File: src/rtl/fetch_queue_if.sv
// Fetch-to-decode handshake bundle for the instruction fetch queue.
// The master side is the fetch/decode environment; the slave side is the queue.
interface fetch_queue_if #(
    parameter int DEPTH = 4,
    parameter int PTR_W = $clog2(DEPTH)
);
    logic             flush;
    logic             in_valid;
    logic [31:0]      in_pc;
    logic [31:0]      in_instr;
    logic             in_ready;
    logic             out_valid;
    logic [31:0]      out_pc;
    logic [31:0]      out_instr;
    logic             out_ready;
    logic [PTR_W:0]   count;

    modport master (
        output flush, in_valid, in_pc, in_instr, out_ready,
        input  in_ready, out_valid, out_pc, out_instr, count
    );

    modport slave (
        input  flush, in_valid, in_pc, in_instr, out_ready,
        output in_ready, out_valid, out_pc, out_instr, count
    );
endinterface

File: src/rtl/fetch_queue.sv
// Instruction fetch queue: small circular FIFO of {pc, instr} entries between
// fetch and decode. Flush drops all entries; no bypass, so an entry is visible
// to decode one cycle after it is pushed at the earliest.
module fetch_queue #(
    parameter int DEPTH = 4,
    parameter int PTR_W = $clog2(DEPTH)
) (
    input  logic        clk,
    input  logic        reset,
    fetch_queue_if.slave bus
);
    localparam logic [PTR_W:0] FULL_CNT = DEPTH[PTR_W:0];

    logic [PTR_W-1:0] wp_reg, wp_next;
    logic [PTR_W-1:0] rp_reg, rp_next;
    logic [PTR_W:0]   cnt_reg, cnt_next;
    logic [63:0]      entry_data [DEPTH];

    logic push;
    logic pop;

    // Status is decoded from registered occupancy only, never from inputs.
    assign bus.in_ready  = (cnt_reg != FULL_CNT);
    assign bus.out_valid = (cnt_reg != '0);
    assign bus.count     = cnt_reg;

    assign push = bus.in_valid  & bus.in_ready  & ~bus.flush;
    assign pop  = bus.out_valid & bus.out_ready & ~bus.flush;

    // Head entry; an empty queue presents a nop instead of stale array data.
    assign bus.out_pc    = bus.out_valid ? entry_data[rp_reg][63:32] : 32'h0000_0000;
    assign bus.out_instr = bus.out_valid ? entry_data[rp_reg][31:0]  : 32'h0000_0000;

    // Storage entries: written only on a push at their slot, never cleared.
    generate
        for (genvar gi = 0; gi < DEPTH; gi++) begin : g_entry
            localparam logic [PTR_W-1:0] SLOT = gi;
            logic [63:0] entry_reg;

            // Capture the fetched pair when the write pointer targets this slot.
            always_ff @(posedge clk) begin
                if (push && (wp_reg == SLOT)) begin
                    entry_reg <= {bus.in_pc, bus.in_instr};
                end
            end

            assign entry_data[gi] = entry_reg;
        end
    endgenerate

    // Next-state for pointers and occupancy; flush overrides push and pop.
    always_comb begin
        wp_next  = wp_reg;
        rp_next  = rp_reg;
        cnt_next = cnt_reg;
        if (bus.flush) begin
            wp_next  = '0;
            rp_next  = '0;
            cnt_next = '0;
        end else begin
            if (push) begin
                wp_next = wp_reg + 1'b1;
            end
            if (pop) begin
                rp_next = rp_reg + 1'b1;
            end
            if (push && !pop) begin
                cnt_next = cnt_reg + 1'b1;
            end else if (pop && !push) begin
                cnt_next = cnt_reg - 1'b1;
            end
        end
    end

    // Pointer and counter registers; reset empties the queue immediately.
    always_ff @(posedge clk or posedge reset) begin
        if (reset) begin
            wp_reg  <= '0;
            rp_reg  <= '0;
            cnt_reg <= '0;
        end else begin
            wp_reg  <= wp_next;
            rp_reg  <= rp_next;
            cnt_reg <= cnt_next;
        end
    end
endmodule

File: src/flat_wrapper.sv
// flat-port wrapper written by rule: the top's interface ports become plain ports
module fetch_queue_flat 
#(
    parameter int DEPTH = 4,
    parameter int PTR_W = $clog2(DEPTH)
)
  (clk, reset, bus_flush, bus_in_valid, bus_in_pc, bus_in_instr, bus_out_ready, bus_in_ready, bus_out_valid, bus_out_pc, bus_out_instr, bus_count);
  fetch_queue_if #(.DEPTH(DEPTH), .PTR_W(PTR_W)) bus_i ();
  input  logic clk;
  input  logic reset;
  input wire logic [$bits(bus_i.flush)-1:0] bus_flush;
  input wire logic [$bits(bus_i.in_valid)-1:0] bus_in_valid;
  input wire logic [$bits(bus_i.in_pc)-1:0] bus_in_pc;
  input wire logic [$bits(bus_i.in_instr)-1:0] bus_in_instr;
  input wire logic [$bits(bus_i.out_ready)-1:0] bus_out_ready;
  output wire logic [$bits(bus_i.in_ready)-1:0] bus_in_ready;
  output wire logic [$bits(bus_i.out_valid)-1:0] bus_out_valid;
  output wire logic [$bits(bus_i.out_pc)-1:0] bus_out_pc;
  output wire logic [$bits(bus_i.out_instr)-1:0] bus_out_instr;
  output wire logic [$bits(bus_i.count)-1:0] bus_count;
  assign bus_i.flush = bus_flush;
  assign bus_i.in_valid = bus_in_valid;
  assign bus_i.in_pc = bus_in_pc;
  assign bus_i.in_instr = bus_in_instr;
  assign bus_i.out_ready = bus_out_ready;
  assign bus_in_ready = bus_i.in_ready;
  assign bus_out_valid = bus_i.out_valid;
  assign bus_out_pc = bus_i.out_pc;
  assign bus_out_instr = bus_i.out_instr;
  assign bus_count = bus_i.count;
  fetch_queue #(.DEPTH(DEPTH), .PTR_W(PTR_W)) u_core (.clk(clk), .reset(reset), .bus(bus_i));
endmodule
File: config.mk
export PLATFORM = sky130hd
export DESIGN_NAME = fetch_queue_flat
export DESIGN_NICKNAME = d
export VERILOG_FILES = /design/src/rtl/fetch_queue_if.sv /design/src/rtl/fetch_queue.sv /design/src/flat_wrapper.sv
export SDC_FILE = /design/constraint.sdc
export NUM_CORES = 1
export LEC_CHECK = 0
export CORE_AREA = 10 10 113 191
export CTS_BUF_LIST = sky130_fd_sc_hd__clkbuf_4
export CTS_CLUSTER_SIZE = 14
export DETAILED_ROUTE_END_ITERATION = 12
export DIE_AREA = 0 0 123 201
export PLACE_DENSITY = 0.81
export RECOVER_POWER = 25
export SYNTH_ARGS = -nofsm -noshare
export SYNTH_HDL_FRONTEND = slang
export SYNTH_SLANG_ARGS = --single-unit
File: constraint.sdc
create_clock -name clk -period 3.5 [get_ports clk]
set_clock_uncertainty 0.05 [all_clocks]
set_input_delay 0.35 -clock clk [delete_from_list [all_inputs] [get_ports clk]]
set_output_delay 0.35 -clock clk [all_outputs]
set_load 0.05 [all_outputs]
# Yosys cells after proc, flatten, opt, wreduce, memory -nomap -nowiden
# Cells that the tools add are included.
# op_classes
n_reduce_logical,13
n_mux,12
addsub,4
n_bitwise,6
eq_ne,4
order_cmp,1
# op_table
operator,count
64-bit binary-select mux with 2-bit select,1
64-bit 2-to-1 mux,2
32-bit 2-to-1 mux,2
3-bit 2-to-1 mux,3
2-bit 2-to-1 mux,4
1-bit logical AND,6
3-bit nonzero test,2
2-bit by 1-bit adder with 2-bit output (second input constant),2
1-bit bitwise AND,4
2-bit == test (second input constant),2
2-bit nonzero test,2
3-bit by 1-bit adder with 3-bit output (second input constant),1
3-bit greater-or-equal comparator (second input constant),1
3-bit != test (second input constant),1
2-bit NOT with 3-bit output,1
3-bit by 1-bit subtractor with 3-bit output (second input constant),1
2-bit by 1-bit == test with 1-bit output (second input constant),1
1-bit zero test,2
2-bit zero test,1
1-bit NOT,1
# totals
out_inout_bits,69
register_bits,263
elab_cells,47
in_bits,69

# Depth between registers and ports, before layout
# Gate-level depths: netlist of the first run.
# logic_depth
ltp_word,8
ltp_mapped,8
mapped_depth_nobuf,7

# Worst setup path before layout of the first run
# No wires, ideal clock.
# synth_timing
path_kind,register -> register
from,"reg u_core.cnt_reg[0], in the netlist u_core.bus.count[0]"
to,"reg u_core.g_entry[0].entry_reg[0], enable pin"
setup_ns,0.429
arrival_ns,2.760
required_ns,3.021
stages_incl_launch_ff,5
n_path_buf,1
path_slack_ns,0.261
synth_period_minus_slack_ns,3.239
path_cell_list,dfrtp_1 -> buf_2 -> nor3b_1 -> nor3_1 -> and2_1
# synth_via
elab_chain_len,4
# synth_rtl
element,line,rtl
from (decl),fetch_queue.sv:16,"logic [PTR_W:0] cnt_reg, cnt_next;"
from (signal assigned),fetch_queue.sv:84,cnt_reg <= cnt_next;
3-bit != test,fetch_queue.sv:23,assign bus.in_ready = (cnt_reg != FULL_CNT);
1-bit bitwise AND (2 in a row),fetch_queue.sv:27,assign push = bus.in_valid & bus.in_ready & ~bus.flush;
1-bit logical AND,fetch_queue.sv:42,if (push && (wp_reg == SLOT)) begin
to (signal assigned),fetch_queue.sv:43,"entry_reg <= {bus.in_pc, bus.in_instr};"
to (decl),fetch_queue.sv:38,logic [63:0] entry_reg;
# Every way passes these cells.
# A chain may end at the register's enable or synchronous reset.

# Worst setup path in the final report of the first run
# layout_timing
from,reg u_core.rp_reg[0]
to,out bus_out_pc[10]
# layout_via
elab_chain_len,5
# layout_rtl
element,line,rtl
from (decl),fetch_queue.sv:15,"logic [PTR_W-1:0] rp_reg, rp_next;"
from (signal assigned),fetch_queue.sv:83,rp_reg <= rp_next;
2-bit NOT with 3-bit output (implied by the code),fetch_queue.sv:31,assign bus.out_pc = bus.out_valid ? entry_data[rp_reg][63:32] : 32'h0000_0000;
64-bit binary-select mux with 2-bit select,fetch_queue.sv:31,
64-bit 2-to-1 mux (implied by the code) (2 in a row),fetch_queue.sv:31,
32-bit 2-to-1 mux,fetch_queue.sv:31,
to (decl),flat_wrapper.sv:18,output wire logic [$bits(bus_i.out_pc)-1:0] bus_out_pc;
# Every way passes these cells. The select of a mux whose other input is x is not followed.

==> results.json, run 1 <==
{
  "p_per_area_nw_per_um2": 827.4,
  "path_cells": "buf_4 > mux4_2 > and2_1 > clkdlybuf4s50_1",
  "yosys_warnings": 0,
  "clockBufferDepth": 3,
  "ys_ff_latch": 263,
  "grt_pass1_vias": 5756,
  "synth_ff_type": "edfxtp_1",
  "post-place-ws_ps": 564.5,
  "via_per_inst": 5.459,
  "power.leakage_nw": 4.138,
  "drive_gt1_frac": 0.2406,
  "track_usage": 0.1659,
  "core-area_sq_um": 18420,
  "synthArstFlopShare": 0.02662,
  "syn_inst": 469,
  "rsz0062_at_grt": "no",
  "ios": 138,
  "netlist_area_sq_um": 10210,
  "netlist.area_leader.share": 0.7527,
  "remaining_drc_errors": 0,
  "wl_per_cell_um": 21.79,
  "row_count": 66,
  "min_path_cells": 1,
  "synth_xor_area_frac": 0.001715,
  "synth_top_family_by_area": "multiplexers",
  "crit_type": "reg2out",
  "endpoint_kind": "output port",
  "first_pass_iters": 5,
  "slowest_delay_ps": 700,
  "cp.depth": 4,
  "setup_slack_ps": 185.7,
  "vias": 5082,
  "r2r_cells": 7,
  "nets": 722,
  "slew_viol_final": 0,
  "synth_compound_area_frac": 0.01127,
  "timing.final.crit_period_ps": 3314,
  "arrival_ps": 2910,
  "area_growth_pct": 23.80,
  "dieHeight_um": 201,
  "grt_first_pass_wirelength_um": 31610,
  "path_buf_inv": 2,
  "drv_cap": 0,
  "start_kind": "flip-flop",
  "outcome": "finished clean",
  "hpwlAfterDp_um": 12830,
  "hold_viol_final": 0,
  "worstPathRequired_ps": 3100,
  "clk_latency_ps": 610,
  "yosysSeqAreaShare": 0.7698,
  "ir_drop_mv": 0.4356,
  "synth_fp_nets": 543,
  "whs_ps": 348.2,
  "yosysUniqueCellTypes": 33,
  "synth_commonest_cells": "256 x edfxtp_1, 69 x and2_1, 64 x mux4_2",
  "cts-root-buf": "clkbuf_4",
  "numCtsBuffers": 54,
  "yosys.area.top_type": "edfxtp_1",
  "initialDrtViolationCount": 267,
  "synthMuxAreaShare": 0.1432,
  "cts.sinks": 263,
  "cts.clk_slew.worst_paths_ps": 70,
  "synth_area_per_cell_sq_um": 21.78,
  "critPathMaxFanout": 15,
  "postCtsSetupBuffers": 0,
  "synth_edf_count": 256,
  "numPortBuffers": 137,
  "drt-total-wl_um": 20290,
  "grt_max_degree": 66,
  "min_path_type": "in2reg",
  "total_power_mw": 10.46,
  "cts_tree": "done",
  "synth_adder_area_share": 0.006860,
  "cts_htree_levels": 2,
  "setup-violations-final": 0,
  "fin_crit_sh": 0.9469,
  "cpMaxStageDelayCell": "clkdlybuf4s50_1",
  "setup_tns_ps": 0,
  "yosysMostFrequentCell": "edfxtp_1",
  "gr-total-overflow": 0,
  "slew_headroom": 0.5845,
  "synth.area.top_cells": "edfxtp_1 75%, mux4_2 14%, and2_1 4.2%",
  "start_util": 0.5546,
  "antenna_found_initial": 3,
  "fmax_ghz": 0.3017,
  "tightest_slew_ps": 618.6,
  "fp.dieW_um": 123,
  "synthSimpleGateAreaFrac": 0.04851,
  "largest_reg_flops": 256,
  "cpLargestDelayFamily": "buffers and inverters",
  "gp_congestion": 0.7994,
  "postRouteAntennaNets": 0,
  "die_area_sq_um": 24720
}
==> where the power goes <==
part	total, mW	switching (mW)	internal (mW)
Combinational	4.52	2.80	1.72
Clock	2.18	1.07	1.11
Sequential	3.76	0.115	3.64
Total	10.5	3.99	6.47
==> metal layers <==
metal | share of wire | vias up | GRT usage
met5 | 0 | - | 0
met4 | 0.016 | 0 | 0.05848
met3 | 0.053 | 25 | 0.03999
met2 | 0.58 | 134 | 0.3032
met1 | 0.35 | 2623 | 0.1785
li1 | - | 2300 | -
==> cell families (layout without fill, tap and decap cells) <==
family          after synthesis  in the layout
compound gates               16             16
flops                       263            263
fa+ha+maj                     5              5
buf+inv                      35            256
xor+xnor                      2              2
other cells                   0              3
mux                          66             66
simple gates                 82             82
==> final timing paths <==
check                               startpoint                         endpoint  slack, ps
setup / recovery              u_core.rp_reg[0]                   bus_out_pc[10]        190
hold reg to reg               u_core.wp_reg[1]                 u_core.wp_reg[1]        560
min in group asynchronous                reset                 u_core.rp_reg[0]        480
hold / removal                bus_in_instr[11]  u_core.g_entry[2].entry_reg[11]        350
setup reg to reg           u_core.bus.count[1]              u_core.bus.count[2]        930
max in group asynchronous                reset                 u_core.rp_reg[0]       2690
==> per-stage QoR <==
| step | cells | utilization | instance area, sq um |
|---|---|---|---|
| floorplan | 469 | - | 10210 |
| global placement | 829 | 0.6476 | 11930 |
| detailed placement | 829 | 0.6476 | 11930 |
| CTS | 928 | 0.6862 | 12640 |
| global route | 930 | 0.6865 | 12640 |
| finish | 931 | 0.6866 | 12640 |
==> cells in the final DEF (no fill, tap or decap), types with 3 or more instances in the layout <==
master           count
ha_1                 4
clkinv_1            15
mux4_2              64
o21ai_0              3
buf_4                3
and2_4               4
clkinv_2             9
and2_1              65
diode_2              3
edfxtp_1           256
dlygate4sd3_1       40
buf_12               8
inv_1                9
dfrtp_1              5
clkdlybuf4s50_1     98
clkbuf_4            71
nor2_1               7
==> area by class of cell <==
type / instances / area, sq um
flip-flops and latches: 263 / 7868
fillers: 1183 / 5771
multi-input cells: 171 / 2176
repair buffers: 149 / 1564
clock buffers: 71 / 533.0
well taps: 238 / 297.8
clock inverters: 27 / 165.2
inverters: 9 / 33.78
diodes: 3 / 7.507
==> timing repair <==
item | 4_1_cts | 5_1_grt
hold buffers | 1 | 0
gates resized for setup | 1 | 0
endpoints found under the setup margin | 64 | 0
hold endpoints to repair | 7 | 0
Power figures use the tool's default switching activity.
==> run 2: changes to the inputs <==
- CORE_AREA: 10 10 113 191 -> 10 10 110 186
- DIE_AREA: 0 0 123 201 -> 0 0 120 196
- PLACE_DENSITY: 0.81 -> 0.85
- clock period: 3.5 -> 4.05 ns (I/O delays scaled with it)
==> run 2 against run 1 <==
Net effect:
- non-clock buffer count shrank 7
- combinational power shrank 17%
- flip-flop and latch count is the same
- sequential power shrank 11%
- largest power group unchanged
- highest routed layer is now met5
==> results.json, run 2 (synthesis gave the netlist of run 1 again) <==
{
  "fmax_ghz": 0.2734,
  "slew_headroom": 0.3106,
  "drt-total-wl_um": 20000,
  "row_count": 64,
  "p_int_mw": 5.445,
  "place_area_sq_um": 11780,
  "crit_type": "reg2out",
  "ir_drop_mv": 0.5880,
  "power.leakage_nw": 4.053,
  "core-area_sq_um": 17380,
  "p_per_area_nw_per_um2": 713.5,
  "largest_reg_flops": 256,
  "arrival_ps": 3200,
  "area_growth_pct": 21.95,
  "switchingPower_mw": 3.442,
  "combPwrFrac": 0.425,
  "cts_tree": "done",
  "final_area_sq_um": 12460,
  "wl_per_cell_um": 21.72,
  "drive_gt1_frac": 0.2266,
  "cts_resized": 0,
  "min_to": "u_core.g_entry[2].entry_reg[11]",
  "numPortBuffers": 137,
  "start_kind": "flip-flop",
  "critPathMaxFanout": 65,
  "pwr-share-seq": 0.377,
  "track_usage": 0.1711,
  "timing.rr.end": "u_core.bus.count[2]",
  "r2r_cells": 7,
  "clk_latency_ps": 600,
  "swShare": 0.3873,
  "drv_cap": 0,
  "cts.sinks": 263,
  "timing.rr.start": "u_core.bus.count[0]",
  "dieHeight_um": 196,
  "hold_viol_final": 0,
  "setup_tns_ps": 0,
  "slew_viol_final": 0,
  "postCtsSetupBuffers": 0,
  "vias": 5104,
  "start_util": 0.5878,
  "hold_buffers": 1,
  "regToRegSetupSlack_ps": 1430,
  "final_common_cell": "edfxtp_1",
  "most-common-layout-cells": "256 x edfxtp_1, 97 x clkdlybuf4s50_1, 73 x clkbuf_4, 65 x and2_1, 64 x mux4_2",
  "first_pass_iters": 4,
  "setup-violations-final": 0,
  "gp_congestion": 0.7785,
  "remaining_drc_errors": 0,
  "clockBufferDepth": 3,
  "rsz0062_at_grt": "no",
  "nets": 714,
  "endpoint_kind": "output port",
  "cts.clk_slew.worst_paths_ps": 70,
  "clkPwrFrac": 0.198,
  "cts-root-buf": "clkbuf_4",
  "outcome": "finished clean",
  "grt_max_degree": 66,
  "fin_crit_sh": 0.9030,
  "postRouteAntennaNets": 0,
  "min_from": "bus_in_instr[11]",
  "worstPathRequired_ps": 3600,
  "tightest_slew_ps": 1034,
  "min_path_type": "in2reg",
  "ios": 138,
  "via_per_inst": 5.542,
  "cts_htree_levels": 2,
  "antenna_found_initial": 6,
  "min_path_cells": 1,
  "initialDrtViolationCount": 214,
  "fill_cells": 1089,
  "numCtsBuffers": 53,
  "gr-total-overflow": 0,
  "hpwlAfterDp_um": 12430,
  "timing.final.crit_period_ps": 3657,
  "grt_pass1_vias": 5647,
  "die_area_sq_um": 23520,
  "fp.dieW_um": 120,
  "grt_first_pass_wirelength_um": 31460
}
run 2: metrics by stage:
| step | hold WS [ps] | power [mW] | setup slack, ps | std cells | utilization |
|---|---|---|---|---|---|
| 6_report | 395.8 | 8.887 | 392.9 | 921 | 0.7168 |
| 5_1_grt | 382.0 | 9.304 | 197.5 | 918 | 0.7164 |
| 4_1_cts | 313.6 | 9.019 | 313.9 | 915 | 0.7159 |
| 3_5_place_dp | 564.2 | 7.254 | 959.5 | 815 | 0.6779 |
| 3_3_place_gp | 515.3 | 7.180 | 1021 | 815 | 0.6779 |
| 2_1_floorplan | 158.4 | 6.022 | 811.0 | 469 | - |
run 2: routing by layer:
layer	vias up	wire, um	GRT usage
met4	2	516	0.07226
met5	-	13	0
met1	2600	7298	0.1904
li1	2284	-	-
met2	174	11050	0.3001
met3	44	1126	0.04744
run 2: final cells by class:
type,instances,area [sq um],share of cell area
Tap cell,231,289.0,0.02320
Sequential cell,263,7870,0.6318
Clock inverter,26,103.9,0.008338
Clock buffer,73,548.0,0.04400
Multi-Input combinational cell,171,2172,0.1744
Inverter,9,33.78,0.002712
Timing Repair Buffer,142,1424,0.1143
Antenna cell,6,15.01,0.001205
run 2: how the worst max path moves through the flow:
stage / startpoint / endpoint / depth (start not counted)
after CTS: u_core.rp_reg[0] / bus_out_instr[30] / 4
after floorplan: u_core.bus.count[0] / u_core.g_entry[0].entry_reg[0] / 4
after global placement: u_core.rp_reg[0] / bus_out_pc[21] / 4
after detailed placement: bus_in_valid / u_core.g_entry[3].entry_reg[8] / 4
final: u_core.bus.count[0] / bus_out_pc[8] / 3
after global routing: u_core.rp_reg[0] / bus_out_pc[19] / 4
run 2: power groups by stage:
stage / clock network, mW / logic [mW] / registers, mW
floorplan: 0 / 2.73 / 3.29
global placement: 0 / 3.78 / 3.40
detailed placement: 0 / 3.84 / 3.42
CTS: 1.82 / 3.84 / 3.36
global route: 1.96 / 3.97 / 3.38
finish: 1.76 / 3.77 / 3.35
run 2: worst max-delay path: stages (launching register included):
cell and delay [ps]:
dfrtp_1 550, or3_2 880, and2_1 300, clkdlybuf4s50_1 830
